[config.mk]
export PLATFORM = sky130hd
export DESIGN_NAME = meta_info_uart_streamer
export DESIGN_NICKNAME = d
export VERILOG_FILES = /design/src/rtl/meta_stream_pkg.sv /design/src/rtl/uart_tx_serializer.sv /design/src/rtl/meta_info_uart_streamer.sv
export SDC_FILE = /design/constraint.sdc
export NUM_CORES = 1
export LEC_CHECK = 0
export BUFFER_PORTS_ARGS = -buffer_cell sky130_fd_sc_hd__clkbuf_2
export CORE_AREA = 8 8 73 75
export CTS_CLUSTER_DIAMETER = 50
export DETAILED_ROUTE_END_ITERATION = 10
export DIE_AREA = 0 0 81 83
export PLACE_DENSITY = 0.74
export SETUP_SLACK_MARGIN = 0.1
export SYNTH_ARGS = -nofsm -noshare
export SYNTH_HDL_FRONTEND = slang
export SYNTH_SLANG_ARGS = --single-unit
[constraint.sdc]
create_clock -name clock -period 2.4 [get_ports clock]
set_input_delay 0.6 -clock clock [delete_from_list [all_inputs] [get_ports clock]]
set_output_delay 0.6 -clock clock [all_outputs]
set_load 0.05 [all_outputs]
[src/rtl/meta_stream_pkg.sv]
// meta_stream_pkg: streamer FSM states and UART/ASCII constants shared by the meta-info UART streamer
package meta_stream_pkg;
   typedef enum logic [2:0] {IDLE, FETCH, CHECK, SEND, NEXT, CRLF, DONE} state_t;
   localparam int UART_FRAME_BITS = 10;
   localparam logic [7:0] ASCII_NUL = 8'h00;
   localparam logic [7:0] ASCII_CR  = 8'h0D;
   localparam logic [7:0] ASCII_LF  = 8'h0A;
endpackage

[src/rtl/uart_tx_serializer.sv]
// uart_tx_serializer: 8N1 UART transmitter, one frame per accepted load
//   clock  system clock, rising edge
//   reset  asynchronous active-low reset; forces the line idle-high
//   load   start a frame with data (taken only while ready)
//   data   byte to send, LSB first
//   tx     serial line, registered, idle high
//   ready  high while no frame is in flight
module uart_tx_serializer
   import meta_stream_pkg::*;
#(
   parameter int CLKS_PER_BIT = 16
) (
   input  logic       clock,
   input  logic       reset,
   input  logic       load,
   input  logic [7:0] data,
   output logic       tx,
   output logic       ready
);
   localparam int BW = $clog2(CLKS_PER_BIT);
   logic [BW-1:0] baud;
   logic [3:0]    bit_cnt;
   logic [8:0]    shreg;
   logic          active;
   assign ready = !active;
   // shreg carries data bits followed by the stop bit; the start bit is driven directly at load
   always_ff @(posedge clock or negedge reset)
      if (!reset) begin
         tx      <= 1'b1;
         active  <= 1'b0;
         baud    <= '0;
         bit_cnt <= '0;
         shreg   <= '1;
      end else if (!active) begin
         if (load) begin
            tx      <= 1'b0;
            shreg   <= {1'b1, data};
            active  <= 1'b1;
            baud    <= '0;
            bit_cnt <= '0;
         end
      end else if (baud != BW'(CLKS_PER_BIT - 1)) begin
         baud <= baud + 1'b1;
      end else begin
         baud <= '0;
         if (bit_cnt == 4'(UART_FRAME_BITS - 1)) active <= 1'b0;
         else begin
            tx      <= shreg[0];
            shreg   <= {1'b1, shreg[8:1]};
            bit_cnt <= bit_cnt + 1'b1;
         end
      end
endmodule

[src/rtl/meta_info_uart_streamer.sv]
// meta_info_uart_streamer: walks one project string of the meta-info ROM and sends it as 8N1 UART
//   clock     system clock, rising edge
//   reset     asynchronous active-low reset
//   start     one-cycle request, sampled only when idle
//   proj_sel  project to print, latched on an accepted start
//   chr_in    ROM character, 0x00 ends the string
//   proj_idx  ROM project index (latched proj_sel)
//   chr_idx   ROM character index, never exceeds MAX_CHARS-1
//   uart_tx   serial line, idle high
//   busy      high from accepted start through the done cycle
//   done      one-cycle pulse when the stream has finished
// Optional build macro META_STREAM_CRLF_EN appends a CR LF trailer after the string.
module meta_info_uart_streamer
   import meta_stream_pkg::*;
#(
   parameter int CLKS_PER_BIT = 16,
   parameter int ROM_LAT      = 2,
   parameter int MAX_CHARS    = 63
) (
   input  logic       clock,
   input  logic       reset,
   input  logic       start,
   input  logic [5:0] proj_sel,
   input  logic [7:0] chr_in,
   output logic [5:0] proj_idx,
   output logic [5:0] chr_idx,
   output logic       uart_tx,
   output logic       busy,
   output logic       done
);
`ifdef META_STREAM_CRLF_EN
   localparam bit CRLF_EN = 1'b1;
`else
   localparam bit CRLF_EN = 1'b0;
`endif
   localparam int LW = $clog2(ROM_LAT + 1);
   state_t        state;
   state_t        end_state;
   logic [LW-1:0] lat_cnt;
   logic [5:0]    chars_sent;
   logic          trailer;
   logic          lf_next;
   logic          load;
   logic          ready;
   logic [7:0]    tx_data;
   // the serializer is always idle when CHECK or CRLF is entered, so load needs no ready qualifier
   assign load      = state == CRLF || (state == CHECK && chr_in != ASCII_NUL);
   assign tx_data   = state == CRLF ? (lf_next ? ASCII_LF : ASCII_CR) : chr_in;
   assign end_state = CRLF_EN ? CRLF : DONE;
   uart_tx_serializer #(.CLKS_PER_BIT(CLKS_PER_BIT)) u_ser (
      .clock (clock),
      .reset (reset),
      .load  (load),
      .data  (tx_data),
      .tx    (uart_tx),
      .ready (ready)
   );
   always_ff @(posedge clock or negedge reset)
      if (!reset) begin
         state      <= IDLE;
         proj_idx   <= '0;
         chr_idx    <= '0;
         busy       <= 1'b0;
         done       <= 1'b0;
         lat_cnt    <= '0;
         chars_sent <= '0;
         trailer    <= 1'b0;
         lf_next    <= 1'b0;
      end else begin
         done <= 1'b0;
         case (state)
            IDLE: if (start) begin
               proj_idx   <= proj_sel;
               chr_idx    <= '0;
               busy       <= 1'b1;
               lat_cnt    <= '0;
               chars_sent <= '0;
               trailer    <= 1'b0;
               lf_next    <= 1'b0;
               state      <= FETCH;
            end
            FETCH: if (lat_cnt == LW'(ROM_LAT - 1)) state <= CHECK;
                   else lat_cnt <= lat_cnt + 1'b1;
            CHECK: if (chr_in == ASCII_NUL) begin
               state   <= end_state;
               trailer <= CRLF_EN;
               done    <= !CRLF_EN;
            end else begin
               chars_sent <= chars_sent + 1'b1;
               state      <= SEND;
            end
            SEND: if (ready) begin
               if (!trailer) state <= NEXT;
               else if (lf_next) begin
                  state <= DONE;
                  done  <= 1'b1;
               end else begin
                  lf_next <= 1'b1;
                  state   <= CRLF;
               end
            end
            NEXT: if (chars_sent == 6'(MAX_CHARS)) begin
               state   <= end_state;
               trailer <= CRLF_EN;
               done    <= !CRLF_EN;
            end else begin
               chr_idx <= chr_idx + 1'b1;
               lat_cnt <= '0;
               state   <= FETCH;
            end
            CRLF: state <= SEND;
            DONE: begin
               busy  <= 1'b0;
               state <= IDLE;
            end
            default: state <= IDLE;
         endcase
      end
endmodule
Word-level counts from Yosys, hierarchy flattened
Cells that the tools add are included.
{"block": "word_totals", "register_bits": 46, "latch_bits": 0, "ram_bits": 0, "romBits": 0, "in_bits": 17, "n_memories": 0}
{"block": "classes", "n_addsub": 5, "n_mul": 0, "n_div": 0, "magnitude_cmp": 0, "n_eq_ne": 21, "shift": 0, "mux": 52, "n_bitwise": 0, "n_reduce_logical": 21}
{"cell": "9-bit two-way mux", "count": 4}
{"cell": "4-bit two-way mux", "count": 6}
{"cell": "6-bit one-hot mux with 2 select lines", "count": 2}
{"cell": "2-bit inequality test (second input constant)", "count": 10}
{"cell": "1-bit two-way mux", "count": 19}
{"cell": "3-bit two-way mux", "count": 6}
{"cell": "6-bit two-way mux", "count": 3}
{"cell": "3-bit one-hot mux with 6 select lines", "count": 1}
{"cell": "6-bit by 1-bit adder with 6-bit output (second input constant)", "count": 2}
{"cell": "3-bit AND reduction", "count": 4}
{"cell": "4-bit AND reduction", "count": 3}
{"cell": "2-bit two-way mux", "count": 5}
{"cell": "2-bit nonzero test", "count": 5}
{"cell": "3-bit == test (second input constant)", "count": 3}
{"cell": "4-bit by 1-bit adder with 4-bit output (second input constant)", "count": 2}
{"cell": "8-bit zero test", "count": 1}
{"cell": "8-bit two-way mux", "count": 1}
{"cell": "8-bit nonzero test", "count": 1}
{"cell": "3-bit by 2-bit == test with 1-bit output (second input constant)", "count": 2}
{"cell": "6-bit == test (second input constant)", "count": 1}
{"cell": "1-bit one-hot mux with 3 select lines", "count": 2}
{"cell": "2-bit one-hot mux with 3 select lines", "count": 1}
{"cell": "3-bit nonzero test", "count": 2}
{"cell": "4-bit == test (second input constant)", "count": 1}
{"cell": "10 further kinds", "count": 12}

Longest topological paths before layout
{"block": "depth", "word_depth": 5, "ltp_mapped": 7}

Cells and area by module
From an unflattened synthesis, not the netlist that was laid out.
{"block": "unflattened", "cells_unflattened": 231, "area_unflattened_um2": 2394.8}
{"mod": "meta_info_uart_streamer", "instances": 1, "cells_per_inst": 140, "area_per_inst_um2": 1401.3}
{"mod": "uart_tx_serializer", "instances": 1, "cells_per_inst": 91, "area_per_inst_um2": 993.5}

Worst setup path after synthesis
OpenSTA, ideal clock, no wires.
{"block": "synth_timing", "kind": "input-to-reg", "from": "input chr_in[5]", "to": "register u_ser.shreg[0]", "setup_ns": 0.082, "arrival_ns": 2.150, "slack_ns": 0.167, "cell_stages": 5, "n_path_buf": 1, "cell_sequence": "or4_4 -> o211a_4 -> o31a_1 -> buf_6 -> mux2_4"}
{"block": "synth_between", "elab_chain_cells": 5}
{"element": "from (decl)", "line_no": "meta_info_uart_streamer.sv:24", "text": "input logic [7:0] chr_in,"}
{"element": "8-bit nonzero test", "line_no": "meta_info_uart_streamer.sv:47", "text": "assign load = state == CRLF || (state == CHECK && chr_in != ASCII_NUL);"}
{"element": "1-bit logical AND", "line_no": "meta_info_uart_streamer.sv:47"}
{"element": "1-bit logical OR", "line_no": "meta_info_uart_streamer.sv:47"}
{"element": "2-bit nonzero test (no line)"}
{"element": "3-bit AND reduction (no line)"}
{"element": "to (signal assigned)", "line_no": "uart_tx_serializer.sv:37", "text": "shreg <= {1'b1, data};"}
{"element": "to (signal assigned)", "line_no": "uart_tx_serializer.sv:49", "text": "shreg <= {1'b1, shreg[8:1]};"}
{"element": "to (decl)", "line_no": "uart_tx_serializer.sv:23", "text": "logic [8:0] shreg;"}
Every way passes these cells.
A chain may end at the register's enable or synchronous reset.

Worst setup path in the final report
{"block": "layout_timing", "from": "input chr_in[5]", "to": "register u_ser.shreg[2]"}
Same word-level chain as after synthesis.

==> flow_metrics.tcl <==
set metrics [dict create \
    routed_wl_mm 4.84 \
    drive_gt1_share_pct 31.8 \
    post-cts-setup-buffers 0 \
    cp_data_arrival_time_ps 2330 \
    detail-route-antenna-nets 0 \
    die-area_um2 6720 \
    internal_power_uw 1890 \
    wl_per_cell_um 15.5 \
    initial_core_util_pct 54.2 \
    cts_root_buf "clkbuf_8" \
    io_pins 32 \
    clock_latency_ps 300 \
    first_pass_iters 4 \
    synth_ff_type "dfrtp_1" \
    yosys.cell_types.count 47 \
    grt_use_total_pct 15.8 \
    core_area_um2 4200 \
    start_kind "primary input" \
    port_buffers 31 \
    cts_tree "yes" \
    synth-edff-count 0 \
    cts_max_level 2 \
    finish.utilization_pct 63.5 \
    min_period_over_period_pct 87.4 \
    grt_max_degree 24 \
    max-clock-path-buffers 2 \
    postCtsHoldBufs 0 \
    synth_warnings 0 \
    antenna_found_initial 0 \
    crit_start "chr_in[5]" \
    synth_top_area_share_pct 38.4 \
    power_density_nw_per_um2 1160 \
    clock_skew_ps 6.94 \
    finalCriticalPeriod_ps 2100 \
    drc 0 \
    netlist_area_um2 2280 \
    place_ws_ps -24.0 \
    cp.required_ps 2630 \
    postSynthAreaPerCell_um2 10.4 \
    dp.final_hpwl_mm 3.52 \
    avgViaCountPerCell 5.66 \
    routabilityCongestion 0.796 \
    die_h_um 83 \
    nets 283 \
    drt-initial-drc-count 113 \
    r2r_slack_ps 350 \
    seq_power_share_pct 42.1 \
    p_sw_uw 1220 \
    reg2regPathDepth 5 \
    mostFrequentLayoutCells "dfrtp_1 (35), clkbuf_2 (31), o21ai_0 (22)" \
    r2r_end "u_ser.shreg[2]$_DFFE_PN1P_" \
    worst_setup_path_end_kind "flip-flop" \
    switching_share_pct 39.1 \
    syn_nets 242 \
    grt_pass1_vias 1854 \
    p_leak_uw 0.00124 \
    synthCells 219 \
    finalWorstSetupSlack_ps 304 \
    seqCellArea_um2 1110 \
    die_w_um 81 \
    multi_input_area_um2 1090 \
    clock_sinks 44 \
    cts_resized 0 \
    grt_overflow_total 0 \
    rsz0062_at_grt "false" \
    layout_commonest_cell "dfrtp_1" \
    hp-class "in2async" \
    dp.cells 305 \
    cap_viol_max_count 0 \
    holdWs_ps 274 \
    vias 1773 \
    status "finished clean" \
    synth_async_sr_flop_share_pct 100 \
    drv_slew 0 \
    crit_path_max_fanout 9 \
    pwr-share-clk_pct 18.2 \
    irDropWorstVdd_v 0.000648 \
    fillers 371 \
    synth_largest_area_cell "dfrtp_1" \
    rows 24 \
    fin_cells 313 \
    grt_first_pass_wirelength_mm 8.56 \
    synth_seq_area_share_pct 48.8 \
    crit_type "in2reg" \
    fin_tns_setup_ps 0 \
    antenna_cells 0 \
    max_slew.worst_pin.slew_ps 870 \
    cts_made_buffers 5 \
    synth_seq_cells 44 \
    hold_viol 0 \
    slew_headroom_pct 41.3 \
    synthToLayoutAreaGrowth_pct 17.2 \
    crit_end "u_ser.shreg[2]$_DFFE_PN1P_" \
    finalSetupViolCount 0 \
    yosys-top-cells-area "dfrtp_1 (38%), dfstp_2 (10%), o21ai_0 (4.8%)" \
    r2r-start "u_ser.baud[0]$_DFFE_PN0P_" \
    max_freq_ghz 0.477 \
    clk_pin_slew_worst_paths_ps 90 \
    combPwrFrac_pct 39.7 \
]
==> cell type report <==
type                            count  area share [%]
Timing Repair Buffer               43            9.65
Multi-Input combinational cell    157            40.8
Clock buffer                        5            2.58
Tap cell                           52            2.44
Inverter                            9            1.26
Clock inverter                      3            1.59
Sequential cell                    44            41.6
==> kinds of logic (layout without fill, tap and decap cells) <==
group | after synthesis | in the layout | share of synthesized area [%]
flops | 44 | 44 | 48.8
compound gates | 63 | 63 | 18.6
simple gates | 69 | 69 | 15.9
mux | 15 | 15 | 8.51
xor+xnor | 4 | 4 | 1.54
buf+inv | 18 | 60 | 3.29
fa+ha+maj | 6 | 6 | 3.29
==> worst min-delay path by stage <==
stage / slack (ps) / start / end / depth (start not counted)
5_1_grt: 320 / reset / chars_sent[4]$_DFFE_PN0P_ / 1
3_5_place_dp: 480 / u_ser.tx$_DFFE_PN1P_ / u_ser.tx$_DFFE_PN1P_ / 2
4_1_cts: 290 / reset / chars_sent[2]$_DFFE_PN0P_ / 1
6_report: 270 / reset / chars_sent[4]$_DFFE_PN0P_ / 1
3_3_place_gp: 460 / u_ser.tx$_DFFE_PN1P_ / u_ser.tx$_DFFE_PN1P_ / 2
2_1_floorplan: 300 / reset / busy$_DFFE_PN0P_ / 0
==> cells in the mapped netlist, types with 2 or more instances <==
master and n:
a2111oi_0 2, a21o_1 3, a21oi_1 10, a22o_1 6, a31o_2 2, a31oi_1 3, and2_1 2, and3_1 3
and3b_1 2, clkbuf_1 8, dfrtp_1 35, dfstp_2 9, ha_1 6, inv_1 9, mux2_2 7, mux2_4 7
nand2_1 20, nand3_1 11, nand4_1 2, nor2_1 12, nor2b_1 2, o21ai_0 22, o22ai_1 2, o31ai_1 3
or2_2 2, or3_1 5, or4_4 2, xnor2_1 3
==> power groups by stage <==
stage / clock, µW / combinational (µW) / sequential [µW]
4_1_cts: 574 / 1250 / 1310
3_5_place_dp: 0 / 1240 / 1320
3_3_place_gp: 0 / 1200 / 1310
6_report: 567 / 1230 / 1310
5_1_grt: 607 / 1350 / 1360
2_1_floorplan: 0 / 684 / 1540
==> flip-flops by register name (all words and copies together) (netlist names) <==
signal	flops
state	3
chr_idx	6
u_ser.shreg	8
done	1
chars_sent	6
lat_cnt	2
u_ser.baud	4
lf_next	1
proj_idx	6
u_ser.tx	1
u_ser.active	1
busy	1
u_ser.bit_cnt	4
==> critical path: stages <==
cell	delay, ps
clkbuf_2	100
or4_4	540
o211a_4	260
o31a_1	460
mux2_4	370
==> routing by layer <==
metal / wire (µm) / share of wire, % / track usage (%) / vias to the layer above
li1: - / - / - / 880
met1: 2320 / 48 / 20.7 / 849
met2: 2260 / 47 / 23.9 / 35
met3: 186 / 3.8 / 4.42 / 9
met4: 79 / 1.6 / 5.69 / 0
met5: 0 / 0 / 0 / -
==> metrics by stage <==
step | total power, µW | cell area, µm²
6_report | 3110 | 2670
5_1_grt | 3320 | 2670
4_1_cts | 3130 | 2670
3_5_place_dp | 2560 | 2560
3_3_place_gp | 2510 | 2560
2_1_floorplan | 2230 | 2280
(Power assumes the default switching activity.)
